--- config.mk ---
export PLATFORM = sky130hd
export DESIGN_NAME = can_tx_scheduler
export DESIGN_NICKNAME = d
export VERILOG_FILES = /design/src/rtl/can_tx_scheduler.sv
export SDC_FILE = /design/constraint.sdc
export NUM_CORES = 1
export LEC_CHECK = 0
export ABC_AREA = 1
export CORE_ASPECT_RATIO = 0.6
export CORE_MARGIN = 5
export CORE_UTILIZATION = 34
export CTS_BUF_LIST = sky130_fd_sc_hd__clkbuf_4
export CTS_CLUSTER_SIZE = 14
export DETAILED_ROUTE_END_ITERATION = 7
export PLACE_DENSITY = 0.78
export SYNTH_ARGS = -nofsm -noshare
export SYNTH_HDL_FRONTEND = slang
export SYNTH_SLANG_ARGS = --single-unit
--- constraint.sdc ---
create_clock -name sys_clk -period 1.1 [get_ports sys_clk]
set_input_delay 0.22 -clock sys_clk [delete_from_list [all_inputs] [get_ports sys_clk]]
set_output_delay 0.22 -clock sys_clk [all_outputs]
set_load 0.02 [all_outputs]
--- src/rtl/can_tx_scheduler.sv ---
// CAN transmit scheduler: picks HPB over FIFO, drives the engine request/ack
// handshake and pops the source once the message's fate is final.
// Optional bounded error retries: define CAN_TX_RETRY_LIMIT_EN.
module can_tx_scheduler #(
  parameter int unsigned DATA_W    = 128,
  parameter int unsigned MAX_RETRY = 8,
  parameter int unsigned CNT_W     = 4
) (
  input  logic              sys_clk,
  input  logic              sys_rst_n,
  input  logic              tx_enable,
  input  logic              fifo_empty,
  input  logic [DATA_W-1:0] txfifo_op,
  input  logic              TXBFLL,
  input  logic [DATA_W-1:0] txhpb_op,
  input  logic              tx_ack,
  input  logic              tx_done,
  input  logic              arb_lost,
  input  logic              tx_err,
  output logic [DATA_W-1:0] tx_message,
  output logic              tx_req,
  output logic              tx_src,
  output logic              fifo_rd_en,
  output logic              hpb_clr,
  output logic              tx_ok,
  output logic              tx_abort,
  output logic              tx_busy,
  output logic [CNT_W-1:0]  retry_cnt
);

  localparam int unsigned       CNT_CAP = (1 << CNT_W) - 1;
  localparam logic [CNT_W-1:0]  CNT_MAX = '1;

  // The retry counter must be able to reach the retry limit.
  if (MAX_RETRY > CNT_CAP) begin : g_bad_cnt_w
    $error("CNT_W too narrow to hold MAX_RETRY");
  end

  typedef enum logic [1:0] {
    S_IDLE   = 2'd0,
    S_LOAD   = 2'd1,
    S_REQ    = 2'd2,
    S_ACTIVE = 2'd3
  } state_e;

  state_e             state_q, state_d;
  logic               sel_q, sel_d;
  logic [DATA_W-1:0]  msg_q, msg_d;
  logic               src_q, src_d;
  logic               req_q, req_d;
  logic               fifo_rd_q, fifo_rd_d;
  logic               hpb_clr_q, hpb_clr_d;
  logic               ok_q, ok_d;
  logic               abort_q, abort_d;
  logic               busy_q, busy_d;
  logic [CNT_W-1:0]   retry_q, retry_d;
  logic [CNT_W-1:0]   retry_inc;

  assign retry_inc = (retry_q == CNT_MAX) ? retry_q : retry_q + CNT_W'(1);

  always_ff @(posedge sys_clk or negedge sys_rst_n) begin
    if (!sys_rst_n) begin
      state_q   <= S_IDLE;
      sel_q     <= 1'b0;
      msg_q     <= '0;
      src_q     <= 1'b0;
      req_q     <= 1'b0;
      fifo_rd_q <= 1'b0;
      hpb_clr_q <= 1'b0;
      ok_q      <= 1'b0;
      abort_q   <= 1'b0;
      busy_q    <= 1'b0;
      retry_q   <= '0;
    end else begin
      state_q   <= state_d;
      sel_q     <= sel_d;
      msg_q     <= msg_d;
      src_q     <= src_d;
      req_q     <= req_d;
      fifo_rd_q <= fifo_rd_d;
      hpb_clr_q <= hpb_clr_d;
      ok_q      <= ok_d;
      abort_q   <= abort_d;
      busy_q    <= busy_d;
      retry_q   <= retry_d;
    end
  end

  always_comb begin
    state_d   = state_q;
    sel_d     = sel_q;
    msg_d     = msg_q;
    src_d     = src_q;
    req_d     = req_q;
    fifo_rd_d = 1'b0;
    hpb_clr_d = 1'b0;
    ok_d      = 1'b0;
    abort_d   = 1'b0;
    retry_d   = retry_q;

    unique case (state_q)
      S_IDLE: begin
        if (tx_enable && (TXBFLL || !fifo_empty)) begin
          sel_d   = TXBFLL;
          state_d = S_LOAD;
          // Retries are counted per message source; a switch starts afresh.
          if (TXBFLL != src_q) begin
            retry_d = '0;
          end
        end
      end
      S_LOAD: begin
        msg_d   = sel_q ? txhpb_op : txfifo_op;
        src_d   = sel_q;
        state_d = S_REQ;
      end
      S_REQ: begin
        if (req_q && tx_ack) begin
          req_d   = 1'b0;
          state_d = S_ACTIVE;
        end else begin
          req_d   = 1'b1;
        end
      end
      S_ACTIVE: begin
        if (tx_done) begin
          fifo_rd_d = ~src_q;
          hpb_clr_d = src_q;
          ok_d      = 1'b1;
          retry_d   = '0;
          state_d   = S_IDLE;
        end else if (tx_err) begin
          retry_d = retry_inc;
          state_d = S_IDLE;
`ifdef CAN_TX_RETRY_LIMIT_EN
          if (retry_inc == CNT_W'(MAX_RETRY)) begin
            fifo_rd_d = ~src_q;
            hpb_clr_d = src_q;
            abort_d   = 1'b1;
            retry_d   = '0;
          end
`endif
        end else if (arb_lost) begin
          state_d = S_IDLE;
        end
      end
      default: state_d = S_IDLE;
    endcase

    busy_d = (state_d != S_IDLE);
  end

  assign tx_message = msg_q;
  assign tx_req     = req_q;
  assign tx_src     = src_q;
  assign fifo_rd_en = fifo_rd_q;
  assign hpb_clr    = hpb_clr_q;
  assign tx_ok      = ok_q;
  assign tx_abort   = abort_q;
  assign tx_busy    = busy_q;
  assign retry_cnt  = retry_q;

endmodule

==> results of run 1 <==
-- placed cells by master, fill, tap and decap left out, types with 8 or more instances in the layout --
cell	count
nand2_4	23
clkbuf_4	19
clkbuf_16	9
o21ai_0	86
buf_16	13
nand2_2	35
dfrtp_1	138
o21ai_2	49
nor2_2	9
nor2_1	123
buf_6	148
inv_1	8
nand2_1	97
clkdlybuf4s50_1	263
buf_12	17
o21ai_1	123
buf_4	126
-- kinds of logic after synthesis --
kind of cell / after synthesis / share of synthesized area [%]
compound gates: 261 / 20.4
fa+ha+maj: 1 / 0.194
other cells: 1 / 0.0582
simple gates: 306 / 18.3
buf+inv: 68 / 6.26
flops: 141 / 54.8
-- state kept, by name (all words and copies together) (netlist names) --
name        cells
tx_busy         1
state_q         2
tx_req          1
sel_q           1
tx_ok           1
fifo_rd_en      1
tx_message    128
hpb_clr         1
retry_cnt       4
tx_src          1
-- final timing paths --
check	to	cells past startpoint	slack [ns]	start
min in group sys_clk	tx_message[51]	3	0.23	txhpb_op[51]
max in group asynchronous	tx_message[22]	3	0.43	sys_rst_n
max reg2reg	tx_message[121]	8	-0.32	state_q[0]
min reg2reg	tx_message[97]	2	0.53	tx_message[97]
max	tx_message[121]	8	-0.32	state_q[0]
min	tx_message[58]	2	0.13	sys_rst_n
-- final cells by class --
type	instances	share of cell area [%]
tap	246	2.27
clock inverter	13	1.38
inverter	11	0.590
multi-input combinational	569	22.5
antenna	2	0.0369
timing repair buffer	581	46.1
clock buffer	19	1.05
sequential	141	26.1
-- per-stage QoR --
| stage | cell area [sq um] | instances | total power, W | worst slack [ns] |
|---|---|---|---|---|
| after floorplan | 6500 | 778 | 0.0182 | -0.0618 |
| after global placement | 11000 | 1416 | 0.0266 | -0.275 |
| after detailed placement | 11000 | 1416 | 0.0270 | -0.295 |
| after CTS | 12500 | 1519 | 0.0359 | -0.312 |
| after global routing | 13600 | 1581 | 0.0422 | -0.427 |
| final | 13600 | 1582 | 0.0402 | -0.320 |
-- power by group --
part           switching, W  total, W  internal [W]  leakage [nW]
logic                0.0129    0.0262        0.0134          4.26
clock network       0.00217   0.00405       0.00188         0.172
registers           0.00216   0.00993       0.00776          1.72
total                0.0172    0.0402        0.0230          6.15
-- routing by layer --
layer	share of wire [%]	track usage, %
met1	39	32.4
met4	2.8	8.46
met2	50	45.0
met5	0	0
met3	8.6	7.47
-- what timing repair did --
item	4_1_cts	5_1_grt
buffers inserted	55	63
pin swaps	4	45
resized for setup	856	206
gates cloned	16	10
endpoints found under the setup margin	273	279
hold endpoints to repair	141	0
hold buffers	1	0
==> run summary, run 1 <==
Final routed DRC violation total = 0
Root Driver = clkbuf_4
DIE WIDTH = 188 um
Die Span Y = 117 um
Max IR drop VDD = 0.00169 V
Most numerous cell in the Yosys netlist = nand2_1
Input/output buffers = 402
Share of flip-flops with an asynchronous set or reset = 100%
Starting Density = 34.2%
Distinct cells, synth = 21
Most used DFF post-synth = dfrtp_1
Worst path cell trace = inv_2 > nor2_4 > buf_12 > clkinv_16 > buf_12 > clkbuf_16 > nand2_1 > o21ai_1
FILL cells = 1276
Cts bufs inserted = 17
Synthesized Nets = 1044
Cell taking the most area after synthesis = dfrtp_1
Final count of pins violating max slew = 0
Slowest-stage cell, CP = dfrtp_1
CP Max Fanout = 11
Wirelength per Cell = 21.3 um
Final hold slack = 0.128 ns
Die area = 21900 sq um
Initial DRC count = 638
Register area share after synthesis = 54.8%
Via density = 5.17
Required @ worst endpoint = 1.55 ns
Core box area = 18800 sq um
Crit Path Class = reg2reg
Fmax = 0.704 GHz
Cells after Synth = 778
Fin crit period = 1.42 ns
Pwr Density = 2970 nW/um^2
CTS tree = yes
Clock transition at path regs = 0.15 ns
Skew-Pair Late Insertion Delay = 0.56 ns
GRT Residual Overflow = 0
Final setup fails = 279
P&R area growth vs syn = 111%
Worst path bufs/invs = 5
RSZ-0062 raised after global routing = yes
Startpoint types = flop
Synth Warn # = 0
Largest net degree at the start of global routing = 47
Leak = 6.15 nW
Worst Path Arrival = 1.87 ns
Outcome = complete, but fails checks
Final setup margin = -0.320 ns
CP endpoint kind = flop
Synth Cell Area = 6440 sq um
GRT Total Usage = 26.2%
Clock Sink Count = 141
GPL Wtd Cong = 0.862
Layout cells sized above 1 = 36.1%
Area of the multi-input gates = 3050 sq um
Endpoints failing hold = 0
Syn Area/Cell = 8.28 sq um
First-pass GRT wire length = 44.2 mm
Violated checks = negative setup slack
Core Util, Final = 72.0%
Post-synth top area share = 54.8%
Setup Skew = 0.0228 ns
Most common cell on crit path = buf_12
Period Utilization, post-route = 129%
Nets = 1587
FP Rows = 39
Worst path max stage delay = 0.39 ns
Register area = 3530 sq um
# IOs = 404
Vias in the first global route = 7656
Initial antenna violation count = 1
#FFs+latches synth = 141
Dpl hpwl = 19.7 mm
DR vias = 8176
Worst hold-check path type = in2async
Top post-synthesis cells by count = nand2_1, dfrtp_1, o21ai_0, nor2_1, o21ai_1
Top post-synthesis cells by area = dfrtp_1, o21ai_0, o21ai_1, nand2_1, nor2_1
H-tree depth = 4
EDFF count, synth = 0
Max Cap Viol = 0
Pre-antenna DRT Iters = 7
Routed wire length = 33.8 mm
Post-route antenna net violation count = 0
Maximum clock path buffer count = 2
Fin Setup TNS = -64.38 ns
Largest delay contributor family on the critical path = buffers and inverters
Power figures use the tool's default switching activity.
==> run 2, diff against run 1 <==
- SETUP_SLACK_MARGIN: not set -> 0.15
==> run 2 against run 1 <==
Net effect: the flow still finishes with violations (negative setup slack); global-route usage increased by 1.7 points; non-clock buffer count is 4 lower; final area up 3.8%; via count up 1.3%; core utilization grew 2.8 points; flip-flop and latch count is the same; wire length grew 3.7%; die area did not move; maximum frequency fell by 3.3%; clock power is 13% lower; clock skew increased by 0.010 ns; worst setup slack worse by 0.049 ns; critical endpoint is now tx_message[48]; largest cell class unchanged; largest power group unchanged.
==> run summary, run 2 (same netlist as run 1, synthesis figures left out) <==
Outcome = complete, but fails checks
Violated checks = negative setup slack
Fin crit period = 1.47 ns (+0.0490 ns)
Max Cap Viol = 0 (unchanged)
H-tree depth = 4 (unchanged)
Reg2reg start = state_q[0]
Clock Sink Count = 141 (unchanged)
Register-to-register setup slack = -0.37 ns (-0.05 ns)
P&R area growth vs syn = 119%
Initial DRC count = 607 (-4.9%)
FP Rows = 39 (unchanged)
CP Max Fanout = 8 (-3)
Nets = 1585 (-0.13%)
Final setup margin = -0.369 ns (-0.0490 ns)
Pwr Density = 2980 nW/um^2 (+0.41%)
Commonest non-fill, non-tap cell in the layout = clkdlybuf4s50_1
Crit Path Class = reg2reg
Final routed DRC violation total = 0 (unchanged)
Pre-antenna DRT Iters = 5 (-2)
Final setup fails = 275 (-1.4%)
Via density = 5.25 (+1.6%)
DR vias = 8281 (+1.3%)
Startpoint types = flop
Dpl hpwl = 19.4 mm (-1.7%)
Period Utilization, post-route = 134% (+4.5 points)
Final count of pins violating max slew = 0 (unchanged)
Required @ worst endpoint = 1.55 ns (about the same)
Setup Skew = 0.0330 ns (+0.0102 ns)
Clock transition at path regs = 0.14 ns (about the same)
Post-route antenna net violation count = 0 (unchanged)
Worst Path Arrival = 1.92 ns (+0.05 ns)
First-pass GRT wire length = 46.7 mm (+5.6%)
Largest net degree at the start of global routing = 41 (-13%)
Reg power frac = 23.5% (-1.2 points)
# diodes = 0 (-2)
Vias in the first global route = 8063 (+5.3%)
Final hold slack = 0.0698 ns (-0.0586 ns)
Design Power = 0.0419 W (+4.3%)
R2r worst-path depth = 9 (+1)
Skew-Pair Late Insertion Delay = 0.57 ns (about the same)
Commonest cells after routing, fill and taps aside = clkdlybuf4s50_1, buf_6, o21ai_1, dfrtp_1, nand2_1
Routed wire length = 35.0 mm (+3.7%)
Endpoints failing hold = 0 (unchanged)
Origin of the worst setup path = state_q[0]
Sw Share = 42.7% (-0.14 points)
GRT Residual Overflow = 0 (unchanged)
Placed Cells = 1410 (-0.42%)
Die area = 21900 sq um (unchanged)
Root Driver = clkbuf_4
Top layer in use = met5
Worst hold-check path type = in2async
Fin cells = 1577 (-0.32%)
Fmax = 0.681 GHz (-3.3%)
DIE WIDTH = 188 um (unchanged)
CTS tree = yes
GPL Wtd Cong = 0.888 (+3.1%)
CP endpoint kind = flop
Comb power frac = 68.1% (+2.8 points)
Core box area = 18800 sq um (unchanged)
Layout cells sized above 1 = 35.3% (-0.75 points)
Max IR drop VDD = 0.00145 V (-14%)
Metal-1 WL = 13.3 mm (+1.7%)
Wirelength per Cell = 22.2 um (+4.0%)
Maximum clock path buffer count = 2 (unchanged)
Initial antenna violation count = 2 (+1)
Met2 wire length = 17.2 mm (+2.3%)
Pre-CTS WS = -0.287 ns (+0.00710 ns)
Die Span Y = 117 um (unchanged)
RSZ-0062 raised after global routing = yes
# IOs = 404 (unchanged)
Clk network pwr share = 8.4% (-1.7 points)
NetSw = 0.0179 W (+3.9%)
Input/output buffers = 402 (unchanged)
Internal power = 0.0240 W (+4.5%)
Leak = 6.30 nW (+2.4%)
Cts bufs inserted = 17 (unchanged)
WL met3 = 3.41 mm (+18%)
GRT Total Usage = 27.9% (+1.7 points)
Max FFs per register = 128 (unchanged)
Starting Density = 34.2% (unchanged)
Fin Setup TNS = -68.33 ns (-3.95 ns)
## run 2: cell type report
cell class                      count  area [sq um]
Fill cell                        1251          4750
Clock inverter                     13           143
Multi-Input combinational cell    569          3070
Clock buffer                       18           135
Timing Repair inverter              2          36.3
Sequential cell                   141          3530
Timing Repair Buffer              577          6770
Tap cell                          246           308
Inverter                           11          86.3
## run 2: metal layers
metal	GRT usage (%)	vias up
met1	33.7	4044
met2	46.8	451
met4	7.82	4
met3	11.4	89
li1	-	3693
met5	0	-
## run 2: path summary, 6_finish.rpt
check | to
max reg2reg | tx_message[48]
min reg2reg | tx_message[123]
min in group sys_clk | tx_message[58]
max | tx_message[48]
min | tx_message[43]
max in group asynchronous | tx_src
## run 2: per-stage QoR
step | instance area (sq um) | util [%]
6_report | 14100 | 74.8
5_1_grt | 14100 | 74.8
4_1_cts | 12900 | 68.4
3_5_place_dp | 10900 | 57.7
3_3_place_gp | 10900 | 57.7
2_1_floorplan | 6540 | -
## run 2: critical path, stage by stage, from the launching register on
cell and delay [ns]:
dfrtp_1 0.39, inv_2 0.06, nor2_4 0.19, buf_12 0.15, buf_12 0.12, inv_16 0.06, buf_6 0.13, buf_16 0.14
nand2_1 0.07, o21ai_1 0.06
## run 2: power by group through the flow
stage / sequential, W / clock, W / combinational [W]
3_3_place_gp: 0.00926 / 0 / 0.0171
2_1_floorplan: 0.0122 / 0 / 0.00621
3_5_place_dp: 0.00929 / 0 / 0.0173
6_report: 0.00986 / 0.00354 / 0.0285
4_1_cts: 0.00968 / 0.00355 / 0.0241
5_1_grt: 0.0101 / 0.00381 / 0.0300
## run 2: repair_timing
| item | 4_1_cts | 5_1_grt |
|---|---|---|
| hold buffers | 1 | 0 |
| buffers inserted | 41 | 51 |
| cloned | 31 | 12 |
| pin swaps | 18 | 67 |
| hold endpoints to repair | 141 | 0 |
| resized for setup | 892 | 199 |
| endpoints found under the setup margin | 276 | 279 |
